File: config.mk
export PLATFORM = sky130hd
export DESIGN_NAME = cdb_arbiter
export DESIGN_NICKNAME = d
export VERILOG_FILES = /design/src/rtl/cdb_arbiter.sv
export SDC_FILE = /design/constraint.sdc
export NUM_CORES = 1
export LEC_CHECK = 0
export ABC_AREA = 1
export BUFFER_PORTS_ARGS = -buffer_cell sky130_fd_sc_hd__buf_2
export CORE_MARGIN = 5
export CORE_UTILIZATION = 44
export DETAILED_ROUTE_END_ITERATION = 6
export MAX_ROUTING_LAYER = met4
export PLACE_DENSITY = 0.86
export SLEW_MARGIN = 20
export SYNTH_ARGS = -nofsm -noshare
export SYNTH_HDL_FRONTEND = slang
export SYNTH_SLANG_ARGS = --single-unit
File: constraint.sdc
create_clock -name clk -period 2.95 [get_ports clk]
set_clock_uncertainty 0.2 [all_clocks]
set_input_delay 0.295 -clock clk [delete_from_list [all_inputs] [get_ports clk]]
set_output_delay 0.295 -clock clk [all_outputs]
set_load 0.005 [all_outputs]
File: src/rtl/cdb_arbiter.sv
// Round-robin arbiter for one common-data-bus lane.
// Each cycle it grants at most one valid requester, starting the search at a
// rotating priority pointer, and registers the winner's result onto the lane.
// Ports:
//   clk, rst_n            clock, synchronous active-low reset
//   flush                 mispredict flush; blocks all grants this cycle
//   req_valid             per-requester completed-result flag
//   req_rd_phy/value/rob  per-requester result payload
//   req_ready             one-hot grant (combinational, depends on req_valid)
//   cdb_valid/rd_phy/rd_value/rob_id  registered broadcast, one cycle after grant
module cdb_arbiter #(
  parameter int unsigned NUM_REQ   = 3,
  parameter int unsigned PRF_IDX_W = 6,
  parameter int unsigned ROB_IDX_W = 5
) (
  input  logic                                clk,
  input  logic                                rst_n,
  input  logic                                flush,
  input  logic [NUM_REQ-1:0]                  req_valid,
  input  logic [NUM_REQ-1:0][PRF_IDX_W-1:0]   req_rd_phy,
  input  logic [NUM_REQ-1:0][31:0]            req_rd_value,
  input  logic [NUM_REQ-1:0][ROB_IDX_W-1:0]   req_rob_id,
  output logic [NUM_REQ-1:0]                  req_ready,
  output logic                                cdb_valid,
  output logic [PRF_IDX_W-1:0]                cdb_rd_phy,
  output logic [31:0]                         cdb_rd_value,
  output logic [ROB_IDX_W-1:0]                cdb_rob_id
);

  localparam int unsigned PTR_W  = (NUM_REQ > 1) ? $clog2(NUM_REQ) : 1;
  localparam int unsigned DATA_W = 32;

  logic [PTR_W-1:0]     ptr;
  logic [PTR_W-1:0]     ptr_next;
  logic [PTR_W-1:0]     scan_idx;
  logic [PTR_W-1:0]     grant_idx;
  logic                 grant_any;
  logic [PRF_IDX_W-1:0] sel_phy;
  logic [DATA_W-1:0]    sel_value;
  logic [ROB_IDX_W-1:0] sel_rob;

  // Grant search: first valid requester at or after ptr, wrapping modulo NUM_REQ.
  // Reset and flush both suppress every grant.
  always_comb begin
    req_ready = '0;
    grant_any = 1'b0;
    grant_idx = '0;
    scan_idx  = '0;
    if (rst_n && !flush) begin
      for (int unsigned k = 0; k < NUM_REQ; k++) begin
        scan_idx = PTR_W'((32'(ptr) + k) % NUM_REQ);
        if (!grant_any && req_valid[scan_idx]) begin
          grant_any = 1'b1;
          grant_idx = scan_idx;
        end
      end
    end
    if (grant_any) begin
      req_ready[grant_idx] = 1'b1;
    end
  end

  // Payload select: req_ready is one-hot, so an OR of masked payloads suffices.
  always_comb begin
    sel_phy   = '0;
    sel_value = '0;
    sel_rob   = '0;
    for (int i = 0; i < int'(NUM_REQ); i++) begin
      if (req_ready[i]) begin
        sel_phy   = sel_phy   | req_rd_phy[i];
        sel_value = sel_value | req_rd_value[i];
        sel_rob   = sel_rob   | req_rob_id[i];
      end
    end
  end

  // Priority moves to the requester just after the winner.
  always_comb begin
    ptr_next = ptr;
    if (grant_any) begin
      if (32'(grant_idx) == NUM_REQ - 1) begin
        ptr_next = '0;
      end else begin
        ptr_next = grant_idx + PTR_W'(1);
      end
    end
  end

  // Pointer and broadcast register; payload holds when nothing is granted.
  always_ff @(posedge clk) begin
    if (!rst_n) begin
      ptr          <= '0;
      cdb_valid    <= 1'b0;
      cdb_rd_phy   <= '0;
      cdb_rd_value <= '0;
      cdb_rob_id   <= '0;
    end else begin
      ptr       <= ptr_next;
      cdb_valid <= grant_any;
      if (grant_any) begin
        cdb_rd_phy   <= sel_phy;
        cdb_rd_value <= sel_value;
        cdb_rob_id   <= sel_rob;
      end
    end
  end

endmodule

# After elaboration in Yosys (flattened, before gate mapping)
# Index checks and enable logic that the tools add are counted.
[op_classes] add_sub_neg=3 div=3 order_cmp=5 eq_ne=1 mux=29 bitwise=6 reduce_logical=7
[op_table] operator="32-bit two-way mux" count=3
[op_table] operator="32-bit by 2-bit modulo with 32-bit output, second input constant" count=2
[op_table] operator="32-bit bitwise OR" count=2
[op_table] operator="2-bit by 2-bit modulo with 32-bit output, second input constant" count=1
[op_table] operator="6-bit two-way mux" count=3
[op_table] operator="5-bit two-way mux" count=3
[op_table] operator="2-bit by 3-bit less-than comparator with 1-bit output, second input constant" count=4
[op_table] operator="6-bit bitwise OR" count=2
[op_table] operator="1-bit two-way mux" count=10
[op_table] operator="2-bit two-way mux" count=5
[op_table] operator="5-bit bitwise OR" count=2
[op_table] operator="1-bit binary-select mux with 2-bit select" count=3
[op_table] operator="1-bit logical AND" count=4
[op_table] operator="2-bit by 1-bit adder with 3-bit output, second input constant" count=1
[op_table] operator="2-bit by 2-bit adder with 3-bit output, second input constant" count=1
[op_table] operator="1-bit logical NOT" count=3
[op_table] operator="3-bit two-way mux" count=1
[op_table] operator="2-bit by 1-bit adder with 2-bit output, second input constant" count=1
[op_table] operator="1-bit demux with 2-bit select" count=1
[op_table] operator="2-bit == test, second input constant" count=1
[op_table] operator="2-bit by 1-bit >= comparator with 1-bit output, second input constant" count=1
[totals] register_bits=46 inputBits=135 out_inout_bits=47 elab_cells=59

# Depth between registers and ports, before layout
# Gate-level depths: netlist (run 1).
[logic_depth] depth_word=23 depth_mapped=16 ltp_nobuf=15

# Worst setup path before layout (run 1)
# No wires, ideal clock.
[synth_path] kind="register to output" from="reg ptr[0]" to="out req_ready[0]" arrival_ps=1778 required_ps=2455 path_slack_ps=677 path_stages_with_launch=13 path_cell_list="dfxtp_1 > inv_1 > ha_1 > inv_2 > nand2_1 > nand2_1 > nand3_4 > nand3_2 > nand3_2 > nand3_4 > buf_2 > nand3_1 > inv_1"
[synth_via] elab_chain_cells=18 word_cells_on_any_way=31 classes_between="2 x add/sub; 3 x div; 2 x order compare; 19 x mux; 5 x reduce/logical"
[synth_rtl] item="start, declared" line="33" rtl="logic [PTR_W-1:0] ptr;"
[synth_rtl] item="start signal, assigned" line="98" rtl="ptr <= ptr_next;"
[synth_rtl] item="parallel branches: the longest is 17 deep, another holds 32-bit by 2-bit modulo with 32-bit output"
[synth_rtl] item="3-bit two-way mux *" line="58" rtl="if (grant_any) begin"
[synth_rtl] item="end, declared" line="23" rtl="output logic [NUM_REQ-1:0] req_ready,"
# Every way passes the cells marked *. The select of a mux whose other input is x is not followed.

# Worst setup path after layout (run 1)
[layout_path] from="reg ptr[0]" to="out req_ready[2]"
# Same word-level chain as after synthesis.

==> results.sh, run 1 <==
export IMPL_clkTransAtPathRegs_ps=90
export IMPL_min_delay_start="rst_n"
export IMPL_ant_nets=0
export IMPL_finalSetupViolations=0
export IMPL_syn_nets=628
export IMPL_cts_tree="done"
export IMPL_final_min_period_over_clock_period_pct=94.6
export IMPL_num_vias=3750
export IMPL_yosysUniqueCellTypes=25
export IMPL_power_density_nw_per_um2=439
export IMPL_wl_per_cell_um=13.2
export IMPL_grt_pass1_wl_mm=15.3
export IMPL_critPathKind="reg -> out"
export IMPL_drive_gt1_share_pct=34.0
export IMPL_fp_dieH_um=93.2
export IMPL_worstMarginPinSlew_ps=531
export IMPL_period_needed_ps=2790
export IMPL_drv_slew=0
export IMPL_area_delta_synth_final_pct=36.8
export IMPL_syn_area_sq_um=3050
export IMPL_antennaDiodeCount=0
export IMPL_cts_buffer_depth=2
export IMPL_critPathMaxFanout=8
export IMPL_antenna_found_initial=0
export IMPL_seq_area_frac_synth_pct=30.2
export IMPL_first_iter_violations=215
export IMPL_layout_common_cells="buf_2, inv_1, nor2_1, a21oi_1, nand4_1"
export IMPL_fmax_ghz=0.358
export IMPL_hold_depth=3
export IMPL_syn_inst=491
export IMPL_setup_tns_ps=0
export IMPL_clock_sinks=46
export IMPL_track_usage_pct=21.5
export IMPL_startpoint="ptr[0]$_SDFFE_PN0P_"
export IMPL_ff2ff_path_depth=15
export IMPL_final_common_cell="buf_2"
export IMPL_grt_max_degree=49
export IMPL_grt_overflow_total=0
export IMPL_r2r_end="cdb_rd_value[11]$_SDFFE_PN0P_"
export IMPL_required_ps=2460
export IMPL_start_util_pct=45.1
export IMPL_holdWs_ps=69.5
export IMPL_nNetsFinal=800
export IMPL_dieWidth_um=93.2
export IMPL_insertion_delay_ps=290
export IMPL_maxSlewHeadroom_pct=64.5
export IMPL_hp_class="in -> reg"
export IMPL_rr_startpoint="ptr[0]$_SDFFE_PN0P_"
export IMPL_numCtsBuffers=5
export IMPL_status="complete, no violations"
export IMPL_first_pass_iters=4
export IMPL_grt_pass1_vias=3490
export IMPL_gp_congestion=0.902
export IMPL_rows=30
export IMPL_synth_seq_cells=46
export IMPL_cts_root_buffer="clkbuf_8"
export IMPL_fp_dieArea_sq_um=8690
export IMPL_cts_max_level=2
export IMPL_port_buffer_count=181
export IMPL_leakage_uw=0.00239
export IMPL_hold_end="ptr[1]$_SDFFE_PN0P_"
export IMPL_synth_area_per_cell_sq_um=6.20
export IMPL_grt_setup_unrepaired="no"
export IMPL_cp_end_kind="primary output"
export IMPL_fillers=644
export IMPL_yosys_warnings=0
export IMPL_coreArea_sq_um=6760
export IMPL_hold_viol_final=0
export IMPL_rrSetupSlack_ps=210
export IMPL_drt_vias_per_instance=5.04
export IMPL_dp_hpwl_mm=7.19
export IMPL_ir_drop_v=0.000207
export IMPL_worst_ep_arrival_time_ps=2290
export IMPL_io_pins=182
export IMPL_postLayoutCoreUtil_pct=61.6
export IMPL_maxCapViolCount=0
export IMPL_start_kind="flop"
export IMPL_totalWireLength_mm=9.82
export IMPL_drc=0
metrics by stage:
step / setup slack (ps) / cells / area [sq um] / power [uW]
finish: 160 / 744 / 4170 / 1830
global route: 13.0 / 744 / 4170 / 1970
CTS: 55.3 / 733 / 4070 / 1820
detailed placement: 373 / 725 / 3980 / 1410
global placement: 490 / 725 / 3980 / 1390
floorplan: 677 / 491 / 3050 / 1150
sequential cells by signal, summed over array words and instances, names as in the netlist:
signal and cells:
cdb_valid 1, cdb_rd_value 32, ptr 2, cdb_rob_id 5, cdb_rd_phy 6
worst max-delay path: stages (launching register included):
cell and delay [ps]:
dfxtp_1 390, inv_1 60, ha_1 360, inv_2 130, nand2_1 80, nand2_1 100
nand3_4 100, nand3_2 110, nand3_2 200, nand3_4 150, buf_4 140, inv_1 50
buf_2 120
timing repair:
action,in CTS,in global routing
resized for setup,0,2
hold buffers,0,0
setup endpoints to repair,0,3
setup buffers,0,9
final cells by class:
cell class | instances | area, sq um | area share, %
Tap cell | 80 | 100 | 2.40
Clock inverter | 1 | 5.00 | 0.120
Multi-Input combinational cell | 310 | 1570 | 37.7
Timing Repair Buffer | 199 | 1100 | 26.5
Inverter | 101 | 379 | 9.10
Sequential cell | 46 | 921 | 22.1
Clock buffer | 7 | 86.3 | 2.07
logic make-up after synthesis:
group	Yosys count	synth area share, %
fa+ha+maj	2	0.822
compound gates	114	18.7
flops	46	30.2
simple gates	192	31.0
buf+inv	137	19.2
report_power, final:
part	switching, uW	internal [uW]
combinational	369	294
sequential	47.8	715
clock	213	190
total	629	1200
worst max path at each step:
| stage | end | slack (ps) | cells past startpoint |
|---|---|---|---|
| finish | req_ready[2] | 160 | 12 |
| global route | req_ready[0] | 10 | 12 |
| CTS | req_ready[0] | 60 | 12 |
| detailed placement | cdb_rd_value[11]$_SDFFE_PN0P_ | 370 | 13 |
| global placement | cdb_rd_value[25]$_SDFFE_PN0P_ | 490 | 13 |
| floorplan | req_ready[0] | 680 | 12 |
layer usage:
layer	vias up	global-route usage [%]	part of all wire, %
li1	1928	-	-
met1	1652	24.7	41
met2	162	39.9	50
met3	8	3.14	7.8
met4	0	4.27	0.90
met5	-	-	0
synthesized netlist by cell type:
master     n  area, sq um
a21oi_1   76          380
and2_1     1         6.26
buf_1      3         11.3
buf_2     17         85.1
buf_4      9         67.6
buf_6      2         22.5
clkbuf_1   5         18.8
clkinv_1   6         22.5
dfxtp_1   46          921
ha_1       2         25.0
inv_1     89          334
inv_2      6         22.5
nand2_1   41          154
nand2_2    1         6.26
nand2_4    1         11.3
nand3_1   13         65.1
nand3_2    3         30.0
nand3_4    2         35.0
nand3b_1   1         7.51
nand4_1   50          313
nand4_4    1         21.3
nor2_1    77          289
nor2_2     1         6.26
o21ai_0    2         10.0
o21ai_1   36          180
Power figures use the tool's default switching activity.
==> inputs of run 2 (changes only) <==
--- a/config.mk
+++ b/config.mk
@@ -7,6 +7,7 @@
 export LEC_CHECK = 0
 export ABC_AREA = 1
 export BUFFER_PORTS_ARGS = -buffer_cell sky130_fd_sc_hd__buf_2
+export CORE_ASPECT_RATIO = 1.2
 export CORE_MARGIN = 5
 export CORE_UTILIZATION = 44
 export DETAILED_ROUTE_END_ITERATION = 6
==> constraint.sdc (replaced) <==
create_clock -name clk -period 2.95 [get_ports clk]
set_clock_uncertainty 0.2 [all_clocks]
set_input_delay 0.295 -clock clk [delete_from_list [all_inputs] [get_ports clk]]
set_output_delay 0.295 -clock clk [all_outputs]
set_load 0.02 [all_outputs]
==> run 2 against run 1 <==
  * Hold slack improved by 2.2 ps
  * Maximum frequency up 2.6%
  * Sequential share of layout area grew 0.67 points
  * Via count is 1.5% lower
  * Worst setup slack better by 70 ps
  * First-iteration DRC count fell by 43%
  * Die area is essentially flat
  * Final area decreased by 2.9%
  * Flip-flop and latch count unchanged
  * Utilization down 1.9 points
  * Global-route usage down 0.53 points
  * Largest power group unchanged
==> results.sh, run 2 (same netlist as run 1, synthesis figures left out) <==
export IMPL_status="complete, no violations"
export IMPL_p_clk_share_pct=22.5
export IMPL_grt_max_degree=65
export IMPL_track_usage_pct=21.0
export IMPL_fin_area_sq_um=4040
export IMPL_grt_setup_unrepaired="no"
export IMPL_wl_per_cell_um=12.7
export IMPL_first_iter_violations=123
export IMPL_reg_top3="cdb_rd_value x32, cdb_rd_phy x6, cdb_rob_id x5"
export IMPL_switchingPower_uw=726
export IMPL_period_needed_ps=2720
export IMPL_num_vias=3692
export IMPL_swShare_pct=37.7
export IMPL_leakage_uw=0.00232
export IMPL_worstMarginPinSlew_ps=463
export IMPL_post_cts_buffers=0
export IMPL_crit_family="simple AND/OR/NAND/NOR gates"
export IMPL_totalWireLength_mm=9.37
export IMPL_dp_hpwl_mm=7.04
export IMPL_grt_pass1_vias=3415
export IMPL_ff2ff_path_depth=12
export IMPL_port_buffer_count=181
export IMPL_antennaDiodeCount=0
export IMPL_cts_max_level=2
export IMPL_maxCapViolCount=0
export IMPL_start_util_pct=45.0
export IMPL_path_depth=12
export IMPL_maxSlewHeadroom_pct=69.1
export IMPL_numCtsBuffers=5
export IMPL_multiInputGateArea_sq_um=1550
export IMPL_io_pins=182
export IMPL_worst_ep_arrival_time_ps=2220
export IMPL_required_ps=2460
export IMPL_cp_end_kind="primary output"
export IMPL_rr_startpoint="ptr[0]$_SDFFE_PN0P_"
export IMPL_start_kind="flop"
export IMPL_power_density_nw_per_um2=476
export IMPL_worstPathCellList="inv_1 -> ha_1 -> inv_2 -> nand2_1 -> nand2_1 -> nand3_4 -> nand3_2 -> nand3_2 -> nand3_4 -> nand3_1 -> inv_1 -> buf_2"
export IMPL_cts_root_buffer="clkbuf_8"
export IMPL_final_min_period_over_clock_period_pct=92.2
export IMPL_holdWs_ps=71.7
export IMPL_rrSetupSlack_ps=350
export IMPL_post_cts_resized=0
export IMPL_finalSetupViolations=0
export IMPL_coreArea_sq_um=6770
export IMPL_cts_buffer_depth=2
export IMPL_drt_vias_per_instance=5.00
export IMPL_drive_gt1_share_pct=32.7
export IMPL_slowest_stage="dfxtp_1"
export IMPL_cts_tree="done"
export IMPL_area_delta_synth_final_pct=32.7
export IMPL_hold_viol_final=0
export IMPL_drc=0
export IMPL_setup_tns_ps=0
export IMPL_grt_overflow_total=0
export IMPL_first_pass_iters=4
export IMPL_post_dp_cell_area_sq_um=3940
export IMPL_fp_dieH_um=101
export IMPL_fillers=668
export IMPL_instances_no_fill=738
export IMPL_grt_pass1_wl_mm=14.8
export IMPL_r2r_end="cdb_rd_phy[2]$_SDFFE_PN0P_"
export IMPL_insertion_delay_ps=290
export IMPL_power_frac_comb_pct=37.9
export IMPL_seq_area_sq_um=921
export IMPL_worstPathBufferInverterCount=4
export IMPL_largest_reg_flops=32
export IMPL_nNetsFinal=787
export IMPL_startpoint="ptr[0]$_SDFFE_PN0P_"
export IMPL_ir_drop_v=0.000241
export IMPL_clock_sinks=46
export IMPL_ant_nets=0
export IMPL_seqPwrFrac_pct=39.6
export IMPL_hp_class="in -> reg"
export IMPL_place_inst=730
export IMPL_fp_dieArea_sq_um=8690
export IMPL_intPower_uw=1200
export IMPL_largest_register="cdb_rd_value"
export IMPL_setup_worst_path_end="req_ready[0]"
export IMPL_critPathKind="reg -> out"
export IMPL_final_common_cell="buf_2"
export IMPL_gp_congestion=0.900
export IMPL_fmax_ghz=0.368
export IMPL_critPathMaxFanout=7
export IMPL_dieWidth_um=85.9
export IMPL_drv_slew=0
export IMPL_cts_hold_buf=0
export IMPL_clkTransAtPathRegs_ps=90
export IMPL_layout_common_cells="buf_2, inv_1, nor2_1"
export IMPL_rows=33
export IMPL_antenna_found_initial=0
export IMPL_slowest_delay_ps=360
run 2: cell types whose count changed in the layout (fill, tap and decap cells not counted), sizes merged:
| cell | delta |
|---|---|
| buf | -11 |
| and2 | -1 |
| nand3 | -1 |
run 2: worst min-delay path: cells and delay by family:
| kind | cells | cell delay (ps) |
|---|---|---|
| AOI/OAI and AO/OA | 1 | 60 |
| buffers and inverters | 1 | 90 |
| and+or+nand+nor | 1 | 80 |
run 2: layout make-up:
class	count	share of cell area, %
Clock inverter	1	0.217
Clock buffer	7	2.38
Tap cell	87	2.69
Inverter	101	9.38
Sequential cell	46	22.8
Timing Repair Buffer	188	24.3
Multi-Input combinational cell	308	38.2
run 2: stage by stage:
step	power, uW	setup slack, ps	utilization, %
floorplan	1260	591	-
global placement	1480	508	58.1
detailed placement	1500	394	58.1
CTS	1940	237	59.7
global route	2050	40.4	59.7
finish	1920	231	59.7
run 2: power groups by stage:
stage	clock [uW]	combinational (uW)	sequential, uW
6_report	434	730	762
5_1_grt	472	809	772
4_1_cts	447	733	761
3_5_place_dp	0	730	775
3_3_place_gp	0	711	773
2_1_floorplan	0	373	885
run 2: how the worst min path moves through the flow:
stage                        startpoint                             to  slack, ps  cells after the start
detailed placement  ptr[0]$_SDFFE_PN0P_            ptr[0]$_SDFFE_PN0P_        280                      2
floorplan           ptr[1]$_SDFFE_PN0P_            ptr[1]$_SDFFE_PN0P_        250                      2
global route                      rst_n            ptr[0]$_SDFFE_PN0P_         60                      3
CTS                    req_rd_value[20]  cdb_rd_value[20]$_SDFFE_PN0P_         60                      3
finish                 req_rd_value[20]  cdb_rd_value[20]$_SDFFE_PN0P_         70                      3
global placement    ptr[0]$_SDFFE_PN0P_            ptr[0]$_SDFFE_PN0P_        270                      2
run 2: metal layers:
metal | global-route usage (%) | vias up | share of wire, %
met2 | 37.2 | 142 | 51
met5 | - | - | 0
met4 | 6.21 | 0 | 1.5
met3 | 3.25 | 13 | 7.5
li1 | - | 1894 | -
met1 | 24.3 | 1643 | 40
